File: config.mk
export PLATFORM = sky130hd
export DESIGN_NAME = tiled_loop_index_generator
export DESIGN_NICKNAME = d
export VERILOG_FILES = /design/src/rtl/tiled_loop_index_generator_pkg.sv /design/src/rtl/tiled_loop_index_generator_fifo.sv /design/src/rtl/tiled_loop_index_generator.sv
export SDC_FILE = /design/constraint.sdc
export NUM_CORES = 2
export LEC_CHECK = 0
export CAP_MARGIN = 20
export CORE_MARGIN = 2
export CORE_UTILIZATION = 60
export CTS_CLUSTER_DIAMETER = 40
export DETAILED_ROUTE_END_ITERATION = 12
export PLACE_DENSITY = 0.8
export SKIP_LAST_GASP = 1
export SLEW_MARGIN = 10
export SYNTH_ARGS = -nofsm -noshare
export SYNTH_HDL_FRONTEND = slang
export SYNTH_SLANG_ARGS = --single-unit
File: constraint.sdc
create_clock -name clock -period 21.3 [get_ports clock]
set_input_delay 4.26 -clock clock [delete_from_list [all_inputs] [get_ports clock]]
set_output_delay 4.26 -clock clock [all_outputs]
set_load 0.01 [all_outputs]
File: src/rtl/tiled_loop_index_generator_pkg.sv
// Shared types for the tiled loop index generator: FIFO status bundle and FSM state encoding.
package CU_PKG;

   typedef struct packed {
      logic full;
      logic alfull;
      logic valid;
      logic empty;
   } BufferStatus;

   typedef enum logic [2:0] {IDLE, SETUP, GEN, DRAIN, DONE} tiled_loop_index_gen_state;

   // alfull rises once this many entries or fewer remain free
   localparam int FIFO_ALFULL_SLACK = 1;

endpackage

File: src/rtl/tiled_loop_index_generator_fifo.sv
// First-word-fall-through output FIFO; head reads as zero whenever the FIFO is empty.
module fifo
   import CU_PKG::*;
#(
   parameter int WIDTH = 64,
   parameter int DEPTH = 32
) (
   input  logic             clock,
   input  logic             rst,
   input  logic             push,
   input  logic [WIDTH-1:0] push_data,
   input  logic             pop,
   output BufferStatus      status,
   output logic [WIDTH-1:0] head
);

   localparam int AW = $clog2(DEPTH);
   localparam logic [AW:0] FULL_LVL   = (AW+1)'(DEPTH);
   localparam logic [AW:0] ALFULL_LVL = (AW+1)'(DEPTH - FIFO_ALFULL_SLACK);

   logic [WIDTH-1:0] mem_q [DEPTH];
   logic [AW-1:0]    wr_ptr_q, wr_ptr_d;
   logic [AW-1:0]    rd_ptr_q, rd_ptr_d;
   logic [AW:0]      count_q, count_d;
   logic             push_ok, pop_ok;

   always_comb begin
      status.empty  = (count_q == '0);
      status.valid  = !status.empty;
      status.full   = (count_q == FULL_LVL);
      status.alfull = (count_q >= ALFULL_LVL);
      pop_ok   = pop && status.valid;
      // a pop in the same cycle frees the slot a full FIFO needs
      push_ok  = push && (!status.full || pop_ok);
      wr_ptr_d = wr_ptr_q + AW'(push_ok);
      rd_ptr_d = rd_ptr_q + AW'(pop_ok);
      count_d  = count_q + (AW+1)'(push_ok) - (AW+1)'(pop_ok);
      head     = status.valid ? mem_q[rd_ptr_q] : '0;
   end

   always_ff @(posedge clock or posedge rst) begin
      if (rst) begin
         wr_ptr_q <= '0;
         rd_ptr_q <= '0;
         count_q  <= '0;
      end else begin
         wr_ptr_q <= wr_ptr_d;
         rd_ptr_q <= rd_ptr_d;
         count_q  <= count_d;
      end
   end

   always_ff @(posedge clock) begin
      if (push_ok) mem_q[wr_ptr_q] <= push_data;
   end

endmodule

File: src/rtl/tiled_loop_index_generator.sv
// Tiled 2-D loop index generator (base + i*outer_stride + j*inner_stride) feeding an output FIFO.
// Define TILED_LOOP_GEN_STATS_EN to add the saturating generated_count output.
module tiled_loop_index_generator
   import CU_PKG::*;
#(
   parameter int INDEX_WIDTH = 64,
   parameter int COUNT_WIDTH = 32,
   parameter int FIFO_DEPTH  = 32
) (
   input  logic                   clock,
   input  logic                   rst_in,
   input  logic                   enabled_in,
   input  logic                   start_in,
   input  logic [INDEX_WIDTH-1:0] base_index,
   input  logic [COUNT_WIDTH-1:0] outer_count,
   input  logic [COUNT_WIDTH-1:0] inner_count,
   input  logic [INDEX_WIDTH-1:0] outer_stride,
   input  logic [INDEX_WIDTH-1:0] inner_stride,
   input  logic                   index_request,
   output BufferStatus            index_buffer_status,
   output logic [INDEX_WIDTH-1:0] output_index,
   output logic                   busy,
   output logic                   index_done
`ifdef TILED_LOOP_GEN_STATS_EN
   ,
   output logic [2*COUNT_WIDTH-1:0] generated_count
`endif
);

   localparam logic [COUNT_WIDTH-1:0] CNT_ONE = COUNT_WIDTH'(1);

   logic rst_meta_q, rst_q;
   tiled_loop_index_gen_state state_q, state_d;
   logic [INDEX_WIDTH-1:0] base_q, base_d, outer_str_q, outer_str_d, inner_str_q, inner_str_d;
   logic [INDEX_WIDTH-1:0] row_acc_q, row_acc_d, col_acc_q, col_acc_d;
   logic [COUNT_WIDTH-1:0] outer_cnt_q, outer_cnt_d, inner_cnt_q, inner_cnt_d;
   logic [COUNT_WIDTH-1:0] i_q, i_d, j_q, j_d;
   logic push, launch;

   // Reset asserts immediately and releases two clocks after rst_in falls.
   always_ff @(posedge clock or posedge rst_in) begin
      if (rst_in) begin
         rst_meta_q <= 1'b1;
         rst_q      <= 1'b1;
      end else begin
         rst_meta_q <= 1'b0;
         rst_q      <= rst_meta_q;
      end
   end

   always_comb begin
      state_d     = state_q;
      base_d      = base_q;
      outer_cnt_d = outer_cnt_q;
      inner_cnt_d = inner_cnt_q;
      outer_str_d = outer_str_q;
      inner_str_d = inner_str_q;
      i_d         = i_q;
      j_d         = j_q;
      row_acc_d   = row_acc_q;
      col_acc_d   = col_acc_q;
      push        = 1'b0;
      launch      = 1'b0;
      if (enabled_in) begin
         unique case (state_q)
            IDLE, DONE: launch = start_in;
            SETUP: begin
               i_d       = '0;
               j_d       = '0;
               row_acc_d = base_q;
               col_acc_d = base_q;
               state_d   = (outer_cnt_q == '0 || inner_cnt_q == '0) ? DONE : GEN;
            end
            GEN: begin
               if (!index_buffer_status.alfull) begin
                  push = 1'b1;
                  if (j_q == inner_cnt_q - CNT_ONE) begin
                     j_d = '0;
                     if (i_q == outer_cnt_q - CNT_ONE) begin
                        state_d = DRAIN;
                     end else begin
                        i_d       = i_q + CNT_ONE;
                        row_acc_d = row_acc_q + outer_str_q;
                        col_acc_d = row_acc_d;
                     end
                  end else begin
                     j_d       = j_q + CNT_ONE;
                     col_acc_d = col_acc_q + inner_str_q;
                  end
               end
            end
            DRAIN: if (index_buffer_status.empty) state_d = DONE;
            default: state_d = IDLE;
         endcase
         if (launch) begin
            state_d     = SETUP;
            base_d      = base_index;
            outer_cnt_d = outer_count;
            inner_cnt_d = inner_count;
            outer_str_d = outer_stride;
            inner_str_d = inner_stride;
         end
      end
   end

   always_ff @(posedge clock or posedge rst_q) begin
      if (rst_q) begin
         state_q     <= IDLE;
         base_q      <= '0;
         outer_cnt_q <= '0;
         inner_cnt_q <= '0;
         outer_str_q <= '0;
         inner_str_q <= '0;
         i_q         <= '0;
         j_q         <= '0;
         row_acc_q   <= '0;
         col_acc_q   <= '0;
      end else begin
         state_q     <= state_d;
         base_q      <= base_d;
         outer_cnt_q <= outer_cnt_d;
         inner_cnt_q <= inner_cnt_d;
         outer_str_q <= outer_str_d;
         inner_str_q <= inner_str_d;
         i_q         <= i_d;
         j_q         <= j_d;
         row_acc_q   <= row_acc_d;
         col_acc_q   <= col_acc_d;
      end
   end

`ifdef TILED_LOOP_GEN_STATS_EN
   logic [2*COUNT_WIDTH-1:0] gen_cnt_q, gen_cnt_d;

   always_comb begin
      gen_cnt_d = gen_cnt_q;
      if (launch) gen_cnt_d = '0;
      else if (push && gen_cnt_q != '1) gen_cnt_d = gen_cnt_q + (2*COUNT_WIDTH)'(1);
   end

   always_ff @(posedge clock or posedge rst_q) begin
      if (rst_q) gen_cnt_q <= '0;
      else       gen_cnt_q <= gen_cnt_d;
   end

   assign generated_count = gen_cnt_q;
`endif

   assign busy       = (state_q == SETUP) || (state_q == GEN) || (state_q == DRAIN);
   assign index_done = (state_q == DONE);

   fifo #(
      .WIDTH (INDEX_WIDTH),
      .DEPTH (FIFO_DEPTH)
   ) u_fifo (
      .clock     (clock),
      .rst       (rst_q),
      .push      (push),
      .push_data (col_acc_q),
      .pop       (index_request),
      .status    (index_buffer_status),
      .head      (output_index)
   );

endmodule

Yosys cells after proc, flatten, opt, wreduce, memory -nomap -nowiden. Memories as Yosys holds them, arrays and structs flattened. Cells that the tools add are included.

Bits in writable memories: 2048. Register bits after elaboration: 469. ROM bits: 0. Memories kept: 1. Bits in latches: 0.

Bitwise logic cells: 0. Multiply operators: 0. Shift-type cells: 0. $lt $le $gt $ge: 1. Add/subtract/negate cells: 10. Div/mod/pow operators: 0. Reduce and logical (&&, ||, !) cells: 19. Equal/unequal tests: 16. Multiplexer cells: 29.

Memory list: u_fifo.mem_q (words 32, bits a word 64, read ports 1, clocked after Yosys merged registers in 0, wr ports 1, line tiled_loop_index_generator_fifo.sv:21) `logic [WIDTH-1:0] mem_q [DEPTH];`.

Operators with widths (count): 64-bit two-way mux (6); 64-bit one-hot mux with 2 select lines (2); 32-bit two-way mux (5); 64-bit adder (2); 32-bit one-hot mux with 2 select lines (2); 32-bit by 1-bit adder with 32-bit output, second input constant (2); 32-bit equality test (2); 32-bit zero test (2); 32-bit by 1-bit subtractor with 32-bit output, second input constant (2); 3-bit two-way mux (6); 3-bit inequality test, second input constant (5); 3-bit one-hot mux with 4 select lines (1); 5-bit by 1-bit adder with 5-bit output (2); 2-bit inequality test, second input constant (4); 1-bit two-way mux (7); 6-bit by 1-bit adder with 6-bit output (1); 3-bit by 2-bit equality test with 1-bit output, second input constant (2); 6-bit equality test, second input constant (1); 6-bit by 5-bit >= comparator with 1-bit output, second input constant (1); 6-bit zero test (1); 6-bit AND reduction (1); 6-bit by 1-bit subtractor with 6-bit output (1); 5-bit AND reduction (1); 1-bit logical OR (4); other kinds (10) (12).

Logic depth before layout (Yosys ltp).
Word-level depth: 7. Mapped depth: 18. Mapped depth without buffers: 15.

Modules after synthesis. From an unflattened synthesis, not the netlist that was laid out.

Cells, all modules: 6728. Area total of the unflattened synthesis: 108793.1 um^2.

By module, submodules not included: fifo (times used 1, sequential area each 61899.4 um^2, cells an instance 3647, area each 79890.4 um^2); tiled_loop_index_generator (times used 1, sequential area each 11338.4 um^2, cells an instance 3081, area each 28902.7 um^2).

Worst setup path after synthesis. Ideal clock, no wire load.

Path kind: input to register. Start: in enabled_in. End: mem u_fifo.mem_q[12][0], enable pin. Path buffers: 1. Setup time: 487 ps. Arrival: 8217 ps. Data required time: 20813 ps. Slack: 12596 ps. Stages on the path: 7. Cells stage by stage: inv_1 -> nor2_1 -> nand2_1 -> a21oi_1 -> or3b_2 -> clkbuf_1 -> nor2_1.

Cells in the longest elaborated chain, start to end: 4.

Ends and longest elaborated chain: start: declaration (line tiled_loop_index_generator.sv:12) `input logic enabled_in,`; 1-bit two-way mux (line tiled_loop_index_generator.sv:64) `if (enabled_in) begin`; 1-bit logical AND (line tiled_loop_index_generator_fifo.sv:34) `push_ok = push && (!status.full || pop_ok);`; 1-bit two-way mux (line tiled_loop_index_generator_fifo.sv:54) `if (push_ok) mem_q[wr_ptr_q] <= push_data;`; 1-bit two-way mux (not written as such) (line tiled_loop_index_generator_fifo.sv:54); end: declaration (line tiled_loop_index_generator_fifo.sv:21).

Every way passes these cells.

Worst setup path after layout.
Start: reg u_fifo.rd_ptr_q[0]. End: out output_index[4].

Cells in the longest elaborated chain, start to end: 2.

Ends and longest elaborated chain: start: declaration (line tiled_loop_index_generator_fifo.sv:23) `logic [AW-1:0] rd_ptr_q, rd_ptr_d;`; start signal: assignment (line tiled_loop_index_generator_fifo.sv:48) `rd_ptr_q <= rd_ptr_d;`; memory read 32 x 64 bit; 64-bit two-way mux (line tiled_loop_index_generator_fifo.sv:38) `head = status.valid ? mem_q[rd_ptr_q] : '0;`; end: declaration (line tiled_loop_index_generator.sv:21) `output logic [INDEX_WIDTH-1:0] output_index,`.

Every way passes these cells.

==> results.sh <==
export IMPL_num_vias=65210
export IMPL_timing_final_crit_share_pct=51.43
export IMPL_fin_setup_tns_ns=0
export IMPL_hold_viol_final=0
export IMPL_cts_resized_gates=0
export IMPL_ctsHtreeMaxLevel=5
export IMPL_synth_top_area_cell="edfxtp_1"
export IMPL_synth_compound_area_share_pct=4.628
export IMPL_cts_setup_buffers=0
export IMPL_io_buffers=330
export IMPL_relSlewSlack_pct=22.70
export IMPL_worstSetupEndpointType="output pin"
export IMPL_root_buffer="clkbuf_16"
export IMPL_pin_count=331
export IMPL_min_period_ns=10.95
export IMPL_synth_edf_count=2048
export IMPL_synth_area_sq_um=107000
export IMPL_gp_congestion=0.9186
export IMPL_drc=0
export IMPL_synth_top_family_by_area="multiplexers"
export IMPL_critPathLaunch="u_fifo.rd_ptr_q[0]"
export IMPL_async_flop_share_pct=18.63
export IMPL_leakage_nw=43.18
export IMPL_worstReg2RegStart="outer_cnt_q[6]"
export IMPL_maxCapViolCount=0
export IMPL_slew_violations=0
export IMPL_synth_fa_ha_area_share_pct=1.764
export IMPL_yosysSeqAreaShare_pct=68.45
export IMPL_yosysMostFrequentCell="edfxtp_1"
export IMPL_critPathBufInv=4
export IMPL_clk_latency_ns=0.97
export IMPL_yosys_register_bits=2517
export IMPL_cts_hold_buf=0
export IMPL_crit_arrival_ns=6.69
export IMPL_status="finished clean"
export IMPL_path_max_fanout=57
export IMPL_coreArea_sq_um=176700
export IMPL_layout_nets=7009
export IMPL_path_clk_slew_ns=0.06
export IMPL_grt_start_max_net_pins=175
export IMPL_yosys_top_cells_count="edfxtp_1 (2,048), mux4_2 (640), dfrtp_1 (467)"
export IMPL_syn_inst=6110
export IMPL_ys_types=89
export IMPL_area_growth_pct=16.49
export IMPL_skew_ns=0.1010
export IMPL_hpwlAfterDp_mm=170.7
export IMPL_timing_hold_ws_ns=0.2362
export IMPL_die_area_sq_um=181700
export IMPL_cp_top_family="buffers and inverters"
export IMPL_cp_start_kind="flop"
export IMPL_fmax_mhz=91.29
export IMPL_r2r_end="row_acc_q[1]"
export IMPL_hold_path_class="reg -> async"
export IMPL_ys_flop_type="edfxtp_1"
export IMPL_initial_core_util_pct=60.55
export IMPL_nFillCells=10300
export IMPL_rrSetupSlack_ns=15.31
export IMPL_grt_pass1_wl_mm=461.4
export IMPL_drtIter0Drc=10310
export IMPL_rows=154
export IMPL_syn_nets=6520
export IMPL_ant_nets=0
export IMPL_rsz0062_at_grt="no"
export IMPL_path_cells="buf_4 -> buf_4 -> buf_6 -> mux4_2 -> mux4_2 -> mux2i_1 -> nor2_1 -> clkdlybuf4s50_1"
export IMPL_layout_drive_gt1_share_pct=24.45
export IMPL_crit_required_ns=17.04
export IMPL_cts_sinks=2517
export IMPL_ys_warn_count=0
export IMPL_antenna_found_initial=22
export IMPL_die_w_microns=426.3
export IMPL_syn_avg_cell_area_sq_um=17.51
export IMPL_dr_pass1_iters=5
export IMPL_critPathSlowestCell="dfrtp_4"
export IMPL_reg2reg_depth=11
export IMPL_worst_path_largest_cell_delay_ns=1.05
export IMPL_power_density_nw_per_um2=158.8
export IMPL_vias_per_cell=7.100
export IMPL_synth_top_area_share_pct=57.48
export IMPL_synth_simple_area_share_pct=4.327
export IMPL_routed_wirelength_mm=329.8
export IMPL_worstMarginPinSlew_ns=1.159
export IMPL_grtUsageTotal_pct=35.65
export IMPL_wl_per_cell_microns=35.91
export IMPL_numCtsBuffers=321
export IMPL_ys_top_cells_by_area="edfxtp_1 (57%), mux4_2 (13%), dfrtp_1 (11%), mux2_2 (2.8%), ha_1 (1.7%)"
export IMPL_clock_path_buffers=4
export IMPL_synthMuxAreaShare_pct=17.19
export IMPL_finalSetupViolCount=0
export IMPL_synthXorXnorAreaFrac_pct=2.141
export IMPL_grt_overflow=0
export IMPL_cts_tree="done"
export IMPL_die_h_microns=426.3
export IMPL_grt_pass1_vias=64920
export IMPL_ir_worst_vdd_mv=0.1154
export IMPL_critPathKind="reg -> out"
## layer usage
| metal | share of wire (%) | GRT usage [%] | routed length, microns |
|---|---|---|---|
| met1 | 33 | 45.17 | 108600 |
| met2 | 49 | 58.32 | 161000 |
| met3 | 11 | 7.094 | 36640 |
| met4 | 7.1 | 19.73 | 23360 |
| met5 | 0.060 | 0 | 197 |
## logic make-up (layout without fill, tap and decap cells)
logic type | after synthesis | after routing
and+or+nand+nor | 969 | 969
buffers and inverters | 402 | 1134
other | 1 | 3
xor gates and xnor gates | 260 | 260
AOI/OAI and AO/OA | 808 | 808
adders and majority gates | 149 | 149
muxes | 1004 | 1004
DFF | 2517 | 2517
## power breakdown
group / switching [W] / total (W) / internal (W) / leakage [nW]
registers: 0.000840 / 0.00713 / 0.00629 / 24.3
logic: 0.00397 / 0.00714 / 0.00317 / 13.7
clock network: 0.00227 / 0.00553 / 0.00327 / 5.14
## stage by stage
| step | utilization, % | worst slack (ns) | instance area, sq um | total power [W] | instances |
|---|---|---|---|---|---|
| after floorplan | - | 7.986 | 107000 | 0.01156 | 6110 |
| after global placement | 64.03 | 11.07 | 113100 | 0.01361 | 8579 |
| after detailed placement | 64.08 | 11.04 | 113200 | 0.01382 | 8584 |
| after CTS | 70.06 | 9.851 | 123800 | 0.01947 | 9150 |
| after global routing | 70.54 | 9.888 | 124600 | 0.02046 | 9184 |
| final | 70.54 | 10.35 | 124600 | 0.01980 | 9184 |
## cell type report
class / instances / area [sq um] / share of cell area, %
clock inverter: 189 / 2120 / 1.701
inverter: 89 / 342.8 / 0.2751
antenna: 2 / 5.005 / 0.004016
multi-input combinational: 3191 / 32440 / 26.03
sequential: 2517 / 73280 / 58.80
timing repair buffer: 479 / 5065 / 4.064
clock buffer: 377 / 8451 / 6.780
tap: 2340 / 2928 / 2.349
## flip-flops by register name (all words and copies together) (netlist names), 3 cells and up
signal           flops
u_fifo.wr_ptr_q      5
i_q                 32
inner_str_q         64
outer_cnt_q         32
col_acc_q           64
inner_cnt_q         32
base_q              64
j_q                 32
u_fifo.mem_q      2048
outer_str_q         64
row_acc_q           64
u_fifo.count_q       6
state_q              3
u_fifo.rd_ptr_q      5
## worst register-to-register path, cell delays in order (launching register included)
cell      delay, ns
dfrtp_1        0.46
nor4_1         0.89
nand4_1        0.39
or2_2          0.43
o41a_1         0.32
a211oi_1       0.42
and4_1         0.41
nor2b_4        0.09
o21ai_4        0.68
buf_4          0.45
buf_4          0.78
mux2_2         0.54
## worst max-delay path by stage
stage,endpoint,slack [ns],cells after the start
after floorplan,base_q[0],7.99,1
after global placement,output_index[8],11.07,8
after detailed placement,output_index[10],11.04,8
after CTS,output_index[9],9.85,8
after global routing,output_index[9],9.89,8
final,output_index[4],10.35,8
## layout by cell type (no fill, tap or decap), types with 87 or more instances in the layout
cell and n:
xor2_1 108, mux2i_1 93, ha_1 146, nand2_1 279
dfrtp_1 441, inv_1 87, nor2_1 296, mux4_2 640
clkbuf_16 330, mux2_2 270, buf_4 109, a21oi_1 249
o21ai_0 205, edfxtp_1 2048, xnor2_1 151, clkdlybuf4s50_1 330
Power figures use the tool's default switching activity.
